`src/rtl/harmonogram_faz_pkg.sv`:
```
// Shared types and constants for the valve-timing sequencer.
// Angle width, cycle length, FSM encodings and phase-table bundle.
package harmonogram_faz_pkg;

  localparam int ANGLE_W       = 10;
  localparam int DEG_PER_CYCLE = 720;

  localparam logic [ANGLE_W-1:0] KAT_MAX =
    ANGLE_W'(DEG_PER_CYCLE - 1);

  typedef enum logic {
    STOP,
    RUN
  } eng_state_t;

  typedef enum logic {
    CFG_EMPTY,
    CFG_PENDING
  } cfg_state_t;

  typedef struct packed {
    logic [ANGLE_W-1:0] on;
    logic [ANGLE_W-1:0] off;
  } okno_t;

  typedef struct packed {
    okno_t ssacy;
    okno_t wydechowy;
    okno_t wtrysk;
    okno_t iskra;
  } tabela_t;

  function automatic logic kat_ok(
    input logic [ANGLE_W-1:0] v
  );
    return v < ANGLE_W'(DEG_PER_CYCLE);
  endfunction

  function automatic logic tabela_ok(
    input tabela_t t
  );
    return kat_ok(t.ssacy.on)
      && kat_ok(t.ssacy.off)
      && kat_ok(t.wydechowy.on)
      && kat_ok(t.wydechowy.off)
      && kat_ok(t.wtrysk.on)
      && kat_ok(t.wtrysk.off)
      && kat_ok(t.iskra.on)
      && kat_ok(t.iskra.off);
  endfunction

endpackage

```
`src/rtl/harmonogram_faz_okno_katowe.sv`:
```
// Angle window decode: active while kat lies in [on, off),
// wrapping through 0 when on > off. Ports: i_kat, i_on, i_off, o_active.
module okno_katowe
  import harmonogram_faz_pkg::*;
(
  input  logic [ANGLE_W-1:0] i_kat,
  input  logic [ANGLE_W-1:0] i_on,
  input  logic [ANGLE_W-1:0] i_off,
  output logic               o_active
);

  always_comb begin
    o_active = 1'b0;
    unique case (1'b1)
      (i_on == i_off):
        o_active = 1'b0;
      (i_on < i_off):
        o_active = (i_kat >= i_on)
          && (i_kat < i_off);
      default:
        o_active = (i_kat >= i_on)
          || (i_kat < i_off);
    endcase
  end

endmodule

```
`src/rtl/harmonogram_faz.sv`:
```
// Valve-timing sequencer: crank angle generator, engine FSM, phase-table
// handshake with shadow/active tables, and four registered actuator drives.
// Ports: clk, rst_n, rpm, tdc_sync, cfg_valid/cfg_ready, 8 cfg_on/off_*,
// kat, cycle_start, zawor_ssacy, zawor_wydechowy, wtrysk, iskra, cfg_err.
module harmonogram_faz
  import harmonogram_faz_pkg::*;
#(
  parameter int DEG_THRESH = 1000
) (
  input  logic               clk,
  input  logic               rst_n,
  input  logic [6:0]         rpm,
  input  logic               tdc_sync,
  input  logic               cfg_valid,
  output logic               cfg_ready,
  input  logic [ANGLE_W-1:0] cfg_on_ssacy,
  input  logic [ANGLE_W-1:0] cfg_off_ssacy,
  input  logic [ANGLE_W-1:0] cfg_on_wydechowy,
  input  logic [ANGLE_W-1:0] cfg_off_wydechowy,
  input  logic [ANGLE_W-1:0] cfg_on_wtrysk,
  input  logic [ANGLE_W-1:0] cfg_off_wtrysk,
  input  logic [ANGLE_W-1:0] cfg_on_iskra,
  input  logic [ANGLE_W-1:0] cfg_off_iskra,
  output logic [ANGLE_W-1:0] kat,
  output logic               cycle_start,
  output logic               zawor_ssacy,
  output logic               zawor_wydechowy,
  output logic               wtrysk,
  output logic               iskra,
  output logic               cfg_err
);

  localparam int ACC_W = $clog2(DEG_THRESH + 128);
  localparam logic [ACC_W-1:0] THRESH =
    ACC_W'(DEG_THRESH);

  eng_state_t         r_eng;
  cfg_state_t         r_cfg;
  logic [ACC_W-1:0]   r_acc;
  logic [ANGLE_W-1:0] r_kat;
  logic               r_cs;
  logic               r_ready;
  logic               r_err;
  tabela_t            r_shadow;
  tabela_t            r_active;
  logic [3:0]         r_drive;

  logic [ACC_W-1:0]   w_sum;
  logic               w_tick;
  logic               w_zero;
  logic               w_apply;
  logic               w_xfer;
  tabela_t            w_cfg;
  logic [3:0]         w_win;

  assign w_sum  = r_acc + ACC_W'(rpm);
  assign w_tick = (r_eng == RUN)
    && (w_sum >= THRESH);

  // kat becomes 0 on this edge: table swap point
  assign w_zero = tdc_sync
    || (w_tick && (r_kat == KAT_MAX));

  assign w_xfer  = cfg_valid && r_ready;
  assign w_apply = (r_cfg == CFG_PENDING)
    && ((r_eng == STOP) || w_zero);

  assign w_cfg.ssacy.on      = cfg_on_ssacy;
  assign w_cfg.ssacy.off     = cfg_off_ssacy;
  assign w_cfg.wydechowy.on  = cfg_on_wydechowy;
  assign w_cfg.wydechowy.off = cfg_off_wydechowy;
  assign w_cfg.wtrysk.on     = cfg_on_wtrysk;
  assign w_cfg.wtrysk.off    = cfg_off_wtrysk;
  assign w_cfg.iskra.on      = cfg_on_iskra;
  assign w_cfg.iskra.off     = cfg_off_iskra;

  always_ff @(posedge clk or negedge rst_n) begin
    if (!rst_n) begin
      r_eng <= STOP;
    end else begin
      unique case (r_eng)
        STOP:
          if (rpm != 7'd0) r_eng <= RUN;
        RUN:
          if (rpm == 7'd0) r_eng <= STOP;
        default:
          r_eng <= STOP;
      endcase
    end
  end

  always_ff @(posedge clk or negedge rst_n) begin
    if (!rst_n) begin
      r_acc <= '0;
      r_kat <= '0;
      r_cs  <= 1'b0;
    end else if (tdc_sync) begin
      r_acc <= '0;
      r_kat <= '0;
      r_cs  <= 1'b1;
    end else if (r_eng == RUN) begin
      if (w_tick) begin
        r_acc <= w_sum - THRESH;
        r_kat <= (r_kat == KAT_MAX)
          ? '0 : r_kat + 1'b1;
        r_cs  <= (r_kat == KAT_MAX);
      end else begin
        r_acc <= w_sum;
        r_cs  <= 1'b0;
      end
    end else begin
      r_cs <= 1'b0;
    end
  end

  // ready rises one clk after apply, since
  // the EMPTY state re-arms it on the next edge
  always_ff @(posedge clk or negedge rst_n) begin
    if (!rst_n) begin
      r_cfg    <= CFG_EMPTY;
      r_ready  <= 1'b1;
      r_err    <= 1'b0;
      r_shadow <= '0;
      r_active <= '0;
    end else begin
      unique case (r_cfg)
        CFG_EMPTY: begin
          if (w_xfer) begin
            if (!tabela_ok(w_cfg)) begin
              r_err <= 1'b1;
            end else begin
              r_shadow <= w_cfg;
              r_cfg    <= CFG_PENDING;
              r_ready  <= 1'b0;
            end
          end else begin
            r_ready <= 1'b1;
          end
        end
        CFG_PENDING: begin
          if (w_apply) begin
            r_active <= r_shadow;
            r_cfg    <= CFG_EMPTY;
          end
        end
        default:
          r_cfg <= CFG_EMPTY;
      endcase
    end
  end

  okno_katowe u_ssacy (
    .i_kat    (r_kat),
    .i_on     (r_active.ssacy.on),
    .i_off    (r_active.ssacy.off),
    .o_active (w_win[0])
  );

  okno_katowe u_wydechowy (
    .i_kat    (r_kat),
    .i_on     (r_active.wydechowy.on),
    .i_off    (r_active.wydechowy.off),
    .o_active (w_win[1])
  );

  okno_katowe u_wtrysk (
    .i_kat    (r_kat),
    .i_on     (r_active.wtrysk.on),
    .i_off    (r_active.wtrysk.off),
    .o_active (w_win[2])
  );

  okno_katowe u_iskra (
    .i_kat    (r_kat),
    .i_on     (r_active.iskra.on),
    .i_off    (r_active.iskra.off),
    .o_active (w_win[3])
  );

  always_ff @(posedge clk or negedge rst_n) begin
    if (!rst_n) begin
      r_drive <= '0;
    end else begin
      r_drive <= (r_eng == RUN) ? w_win : 4'd0;
    end
  end

  assign kat             = r_kat;
  assign cycle_start     = r_cs;
  assign cfg_ready       = r_ready;
  assign cfg_err         = r_err;
  assign zawor_ssacy     = r_drive[0];
  assign zawor_wydechowy = r_drive[1];
  assign wtrysk          = r_drive[2];
  assign iskra           = r_drive[3];

endmodule

```
`config.mk`:
```
export PLATFORM = sky130hd
export DESIGN_NAME = harmonogram_faz
export DESIGN_NICKNAME = d
export VERILOG_FILES = /design/src/rtl/harmonogram_faz_pkg.sv /design/src/rtl/harmonogram_faz_okno_katowe.sv /design/src/rtl/harmonogram_faz.sv
export SDC_FILE = /design/constraint.sdc
export NUM_CORES = 1
export LEC_CHECK = 0
export CORE_MARGIN = 3
export CORE_UTILIZATION = 52
export CTS_CLUSTER_DIAMETER = 150
export DETAILED_ROUTE_END_ITERATION = 7
export GPL_TIMING_DRIVEN = 1
export PLACE_DENSITY = 0.81
export SETUP_SLACK_MARGIN = 0.15
export SLEW_MARGIN = 25
export SYNTH_ARGS = -nofsm -noshare
export SYNTH_HDL_FRONTEND = slang
export SYNTH_SLANG_ARGS = --single-unit
```
`constraint.sdc`:
```
create_clock -name clk -period 3.3 [get_ports clk]
set_input_delay 0.495 -clock clk [delete_from_list [all_inputs] [get_ports clk]]
set_output_delay 0.495 -clock clk [all_outputs]
set_load 0.01 [all_outputs]
```
# == After elaboration in Yosys (flattened, before gate mapping) ==
# Index checks and enable logic that the tools add are counted.
# totals
wordCells,111
ff_bits,190
in_bits,91
output_inout_bits,17
# op_classes
n_eq_ne,6
mux,24
addsub,3
magnitude_cmp,21
reduce_logical,30
bitwise,3
# ops
op,n
10-bit less-than comparator,8
10-bit less-than comparator (second input constant),8
10-bit equality test,4
10-bit >= comparator,4
10-bit 2-to-1 mux,4
11-bit 2-to-1 mux,3
1-bit logical AND,15
1-bit one-hot mux with 2 select lines,6
11-bit by 7-bit adder with 11-bit output,1
11-bit by 10-bit >= comparator with 1-bit output (second input constant),1
11-bit by 10-bit subtractor with 11-bit output (second input constant),1
10-bit by 1-bit adder with 10-bit output (second input constant),1
10-bit equality test (second input constant),1
1-bit 2-to-1 mux,10
7-bit logical NOT,1
7-bit nonzero test,1
1-bit logical OR,6
2-bit AND reduction,3
3-bit AND reduction,2
4-bit 2-to-1 mux,1
2-bit nonzero test,2
1-bit inverter,3
2-bit by 1-bit != test with 1-bit output (second input constant),1

# == Longest topological paths before layout ==
# logic_depth
depth_word,11
ltp_mapped,13
depth_no_buf,11

# == Modules after synthesis ==
# A second synthesis with hierarchy kept.
# hier_totals
hier_cells,1239
area_unflattened_um2,12254.3
# modules_own_cells
mod,seq_area_each_um2,cells_per_inst,area_per_inst_um2,n_inst
harmonogram_faz,4755.8,863,9306.4,1
okno_katowe,0.0,94,737.0,4

# == Worst setup path after synthesis ==
# OpenSTA, ideal clock, no wires.
# synth_path
path_kind,input to register
from,input port rpm[0]
to,register r_active[0] (netlist bit)
slack_ns,-0.230
arrival_ns,3.403
stages,13
setup_time_ns,0.127
required_time_ns,3.173
path_buffers,2
cell_sequence,ha_1 fa_1 a211oi_2 nor2_1 xor2_1 inv_1 ha_1 o31ai_1 a31o_1 buf_2 a31oi_4 buf_6 mux2_1
# synth_between
elab_chain_cells,8
# synth_rtl
element,line,rtl
from (decl),harmonogram_faz.sv:12,"input logic [6:0] rpm,"
11-bit by 7-bit adder with 11-bit output,harmonogram_faz.sv:56,assign w_sum = r_acc + ACC_W'(rpm);
11-bit by 10-bit >= comparator with 1-bit output,harmonogram_faz.sv:58,&& (w_sum >= THRESH);
1-bit logical AND,harmonogram_faz.sv:58,
1-bit logical AND,harmonogram_faz.sv:62,|| (w_tick && (r_kat == KAT_MAX));
1-bit logical OR,harmonogram_faz.sv:62,
1-bit logical OR,harmonogram_faz.sv:66,&& ((r_eng == STOP) || w_zero);
1-bit logical AND,harmonogram_faz.sv:66,
2-bit AND reduction (no line),-,
to (signal assigned),harmonogram_faz.sv:142,r_active <= r_shadow;
to (decl),harmonogram_faz.sv:45,tabela_t r_active;
# No other way between the ends.
# A chain may end at the register's enable or synchronous reset.

# == Worst setup path after layout ==
# layout_path
from,register r_acc[0]
to,register r_active[16] (netlist bit)
# layout_between
elab_chain_cells,8
# layout_rtl
element,line,rtl
from (decl),harmonogram_faz.sv:39,logic [ACC_W-1:0] r_acc;
from (signal assigned),harmonogram_faz.sv:103,r_acc <= w_sum - THRESH;
from (signal assigned),harmonogram_faz.sv:108,r_acc <= w_sum;
11-bit by 7-bit adder with 11-bit output,harmonogram_faz.sv:56,
11-bit by 10-bit >= comparator with 1-bit output,harmonogram_faz.sv:58,
1-bit logical AND,harmonogram_faz.sv:58,
1-bit logical AND,harmonogram_faz.sv:62,
1-bit logical OR,harmonogram_faz.sv:62,
1-bit logical OR,harmonogram_faz.sv:66,
1-bit logical AND,harmonogram_faz.sv:66,
2-bit AND reduction (no line),-,
# No other way between the ends.

==> results.toml <==
[final_layout]
fillers = 1515
area_growth_pct = 24.0
antennaDiodeCount = 0
drive_above_1_share_pct = 20.8
nets = 1352

[place]
pre_cts_slack_ps = -433
globalplace.congestion = 0.893
portBuffers = 107
dp_hpwl_mm = 18.9

[synth]
synth.distinct_cells = 63
synth.top_cell.area_share_pct = 43.0
synth_nets = 1187
synth_area_um2 = 11000
synth_cells = 970
synth_ff_type = "dfrtp_1"
synth_edf_count = 0
synth-seq-area-share_pct = 43.2
synth_most_common_cell = "dfrtp_1"
yosys_warnings = 0
yosys-top-cells-area = "dfrtp_1 (43%), ha_1 (14%), mux2_2 (8.4%)"
ys_ff_latch = 190
async_reset_ff_share_pct = 100
synth_largest_area_cell = "dfrtp_1"
syn_avg_cell_area_um2 = 11.3
synth_top_cells_by_count = "dfrtp_1 (189), ha_1 (125), inv_1 (93)"

[power]
ir_drop_v = 0.000426
clockPowerShare_pct = 20.3
p_comb_share_pct = 42.7
intPower_uw = 6660
powerDensity_nw_per_um2 = 752
power_uw = 10200
swShare_pct = 35.0
leakagePower_uw = 0.00657
sequentialPowerShare_pct = 36.9
switchingPower_uw = 3580

[worst_setup_path]
cp-end-kind = "register"
r2r-end = "r_active[16]"
startpoint_type = "register"
cp_max_fo = 12
startpoint = "r_acc[0]"
reg2reg_from = "r_acc[0]"
setup.worst_path.class = "reg2reg"
cp.required_ps = 3620
reg2reg_depth = 12
r2r_slack_ps = 200
endpoint = "r_active[16]"
cp.arrival_ps = 3420

[floorplanning]
start_util_pct = 53.7
num_rows = 52
ios = 108
dieHeight_um = 151
core_area_um2 = 20500
dieArea_um2 = 22900
die_w_um = 151

[detailed_routing]
drt_pass1_iterations = 5
ant_nets = 0
drtIter0Drc = 494
wl_per_cell_um = 18.3
vias_per_cell = 5.73
routed_wirelength_mm = 25.9
routed-via-count = 8123
drt_drc_violations_left = 0

[sta]
fin_worst_hold_slack_ps = 113
maxSlewHeadroom_pct = 50.2
fin_skew_ps = 8.22
slew_viol_final = 0
rsz0062_at_grt = "yes"
tightestPinTransition_ps = 747
period_minus_slack_ps = 3100
setup_viol = 0
setup_ws_ps = 196
fmax_mhz = 322
finalHoldViolCount = 0
period_share_pct = 94.1

[cts]
ctsHoldBuffers = 0
cts_htree_levels = 4
numCtsBuffers = 17
path_clk_slew_ps = 70
clk_latency_ps = 440
cts_root_buffer = "clkbuf_16"
cts_tree = "done"
cts_buffer_depth = 2
clock_sinks = 190

[global_routing]
grt_pass1_vias = 8393
grt_usage_pct = 23.6
antenna_found_initial = 0
grt_pass1_wl_mm = 42.6
grt-ovfl-total = 0
grt_max_degree = 92

[run]
maxCapViolCount = 0

[outcome]
status = "finished, final reports clean"

[worst_hold_path]
hold_path.class = "in2async"
-- per-stage QoR --
stage / area (um2) / utilization (%) / TNS (ps) / instances
after floorplan: 11200 / - / 0 / 970
after global placement: 13000 / 63.4 / -31000 / 1384
after detailed placement: 13000 / 63.4 / -37240 / 1384
after CTS: 13600 / 66.3 / 0 / 1417
after global routing: 13600 / 66.5 / 0 / 1418
final: 13600 / 66.5 / 0 / 1418
-- routing by layer --
metal | GRT usage (%) | wire length, um | vias to the layer above
met5 | 0 | 0 | -
met4 | 7.07 | 385 | 0
met3 | 3.11 | 988 | 31
met2 | 40.4 | 12800 | 187
met1 | 31.3 | 11800 | 4047
li1 | - | - | 3858
-- how the worst min path moves through the flow --
stage | startpoint | to | slack [ps] | cells after the start
2_1_floorplan | rst_n | cfg_err | 200 | 0
3_3_place_gp | r_shadow[79] | r_active[79] | 460 | 1
3_5_place_dp | r_shadow[66] | r_active[66] | 480 | 1
4_1_cts | rst_n | r_shadow[32] | 140 | 1
5_1_grt | rst_n | r_shadow[23] | 150 | 1
6_report | rst_n | r_shadow[32] | 110 | 1
-- flip-flops by register name (all words and copies together), names as in the netlist --
name         count
r_acc           11
r_eng            1
cfg_err          1
kat             10
r_drive          4
r_active        80
r_shadow        80
cfg_ready        1
r_cfg            1
cycle_start      1
-- kinds of logic (layout without fill, tap and decap cells) --
| group | after synthesis | in the layout | synth area share [%] |
|---|---|---|---|
| fa+ha+maj | 126 | 126 | 14.4 |
| mux | 164 | 164 | 16.8 |
| compound gates | 176 | 176 | 11.2 |
| buf+inv | 123 | 301 | 4.80 |
| xor+xnor | 9 | 9 | 0.717 |
| simple gates | 182 | 182 | 8.85 |
| flops | 190 | 190 | 43.2 |
-- worst max-delay path, cell delays in order, from the launching register on --
cell	delay, ps
dfrtp_1	410
ha_4	180
fa_2	420
a211oi_4	240
buf_4	160
nor4_1	60
nor3_2	250
o31ai_4	90
a31o_1	290
a31oi_4	200
buf_12	200
buf_12	160
mux2_1	330
-- placed cells by master, fill, tap and decap left out, types with 31 or more instances in the layout --
master	n
dfrtp_1	189
ha_1	122
clkdlybuf4s50_1	105
inv_1	92
mux2_2	82
buf_4	62
mux2_1	49
a21oi_1	37
o21ai_0	34
nor2_1	34
mux2_4	31
-- power by group through the flow --
| stage | combinational, uW | clock, uW | sequential (uW) |
|---|---|---|---|
| 6_report | 4380 | 2080 | 3780 |
| 5_1_grt | 4910 | 2210 | 3890 |
| 4_1_cts | 4330 | 2110 | 3780 |
| 3_5_place_dp | 4220 | 0 | 3810 |
| 3_3_place_gp | 4010 | 0 | 3780 |
| 2_1_floorplan | 3100 | 0 | 3570 |
-- area by class of cell --
class	count	area (um2)	area share [%]
Clock buffer	21	460	3.38
Clock inverter	11	129	0.945
Inverter	93	349	2.56
Multi-Input combinational cell	657	5920	43.4
Sequential cell	190	4760	34.9
Tap cell	270	338	2.48
Timing Repair Buffer	176	1680	12.3
-- repair_timing --
item / CTS / global route
pin swaps: 2 / 3
endpoints found under the setup margin: 85 / 87
buffers inserted: 1 / 1
endpoints found under the hold margin: 0 / 0
cloned: 0 / 0
resized for setup: 1 / 5
Note: power is estimated with default switching activity, not from simulation.
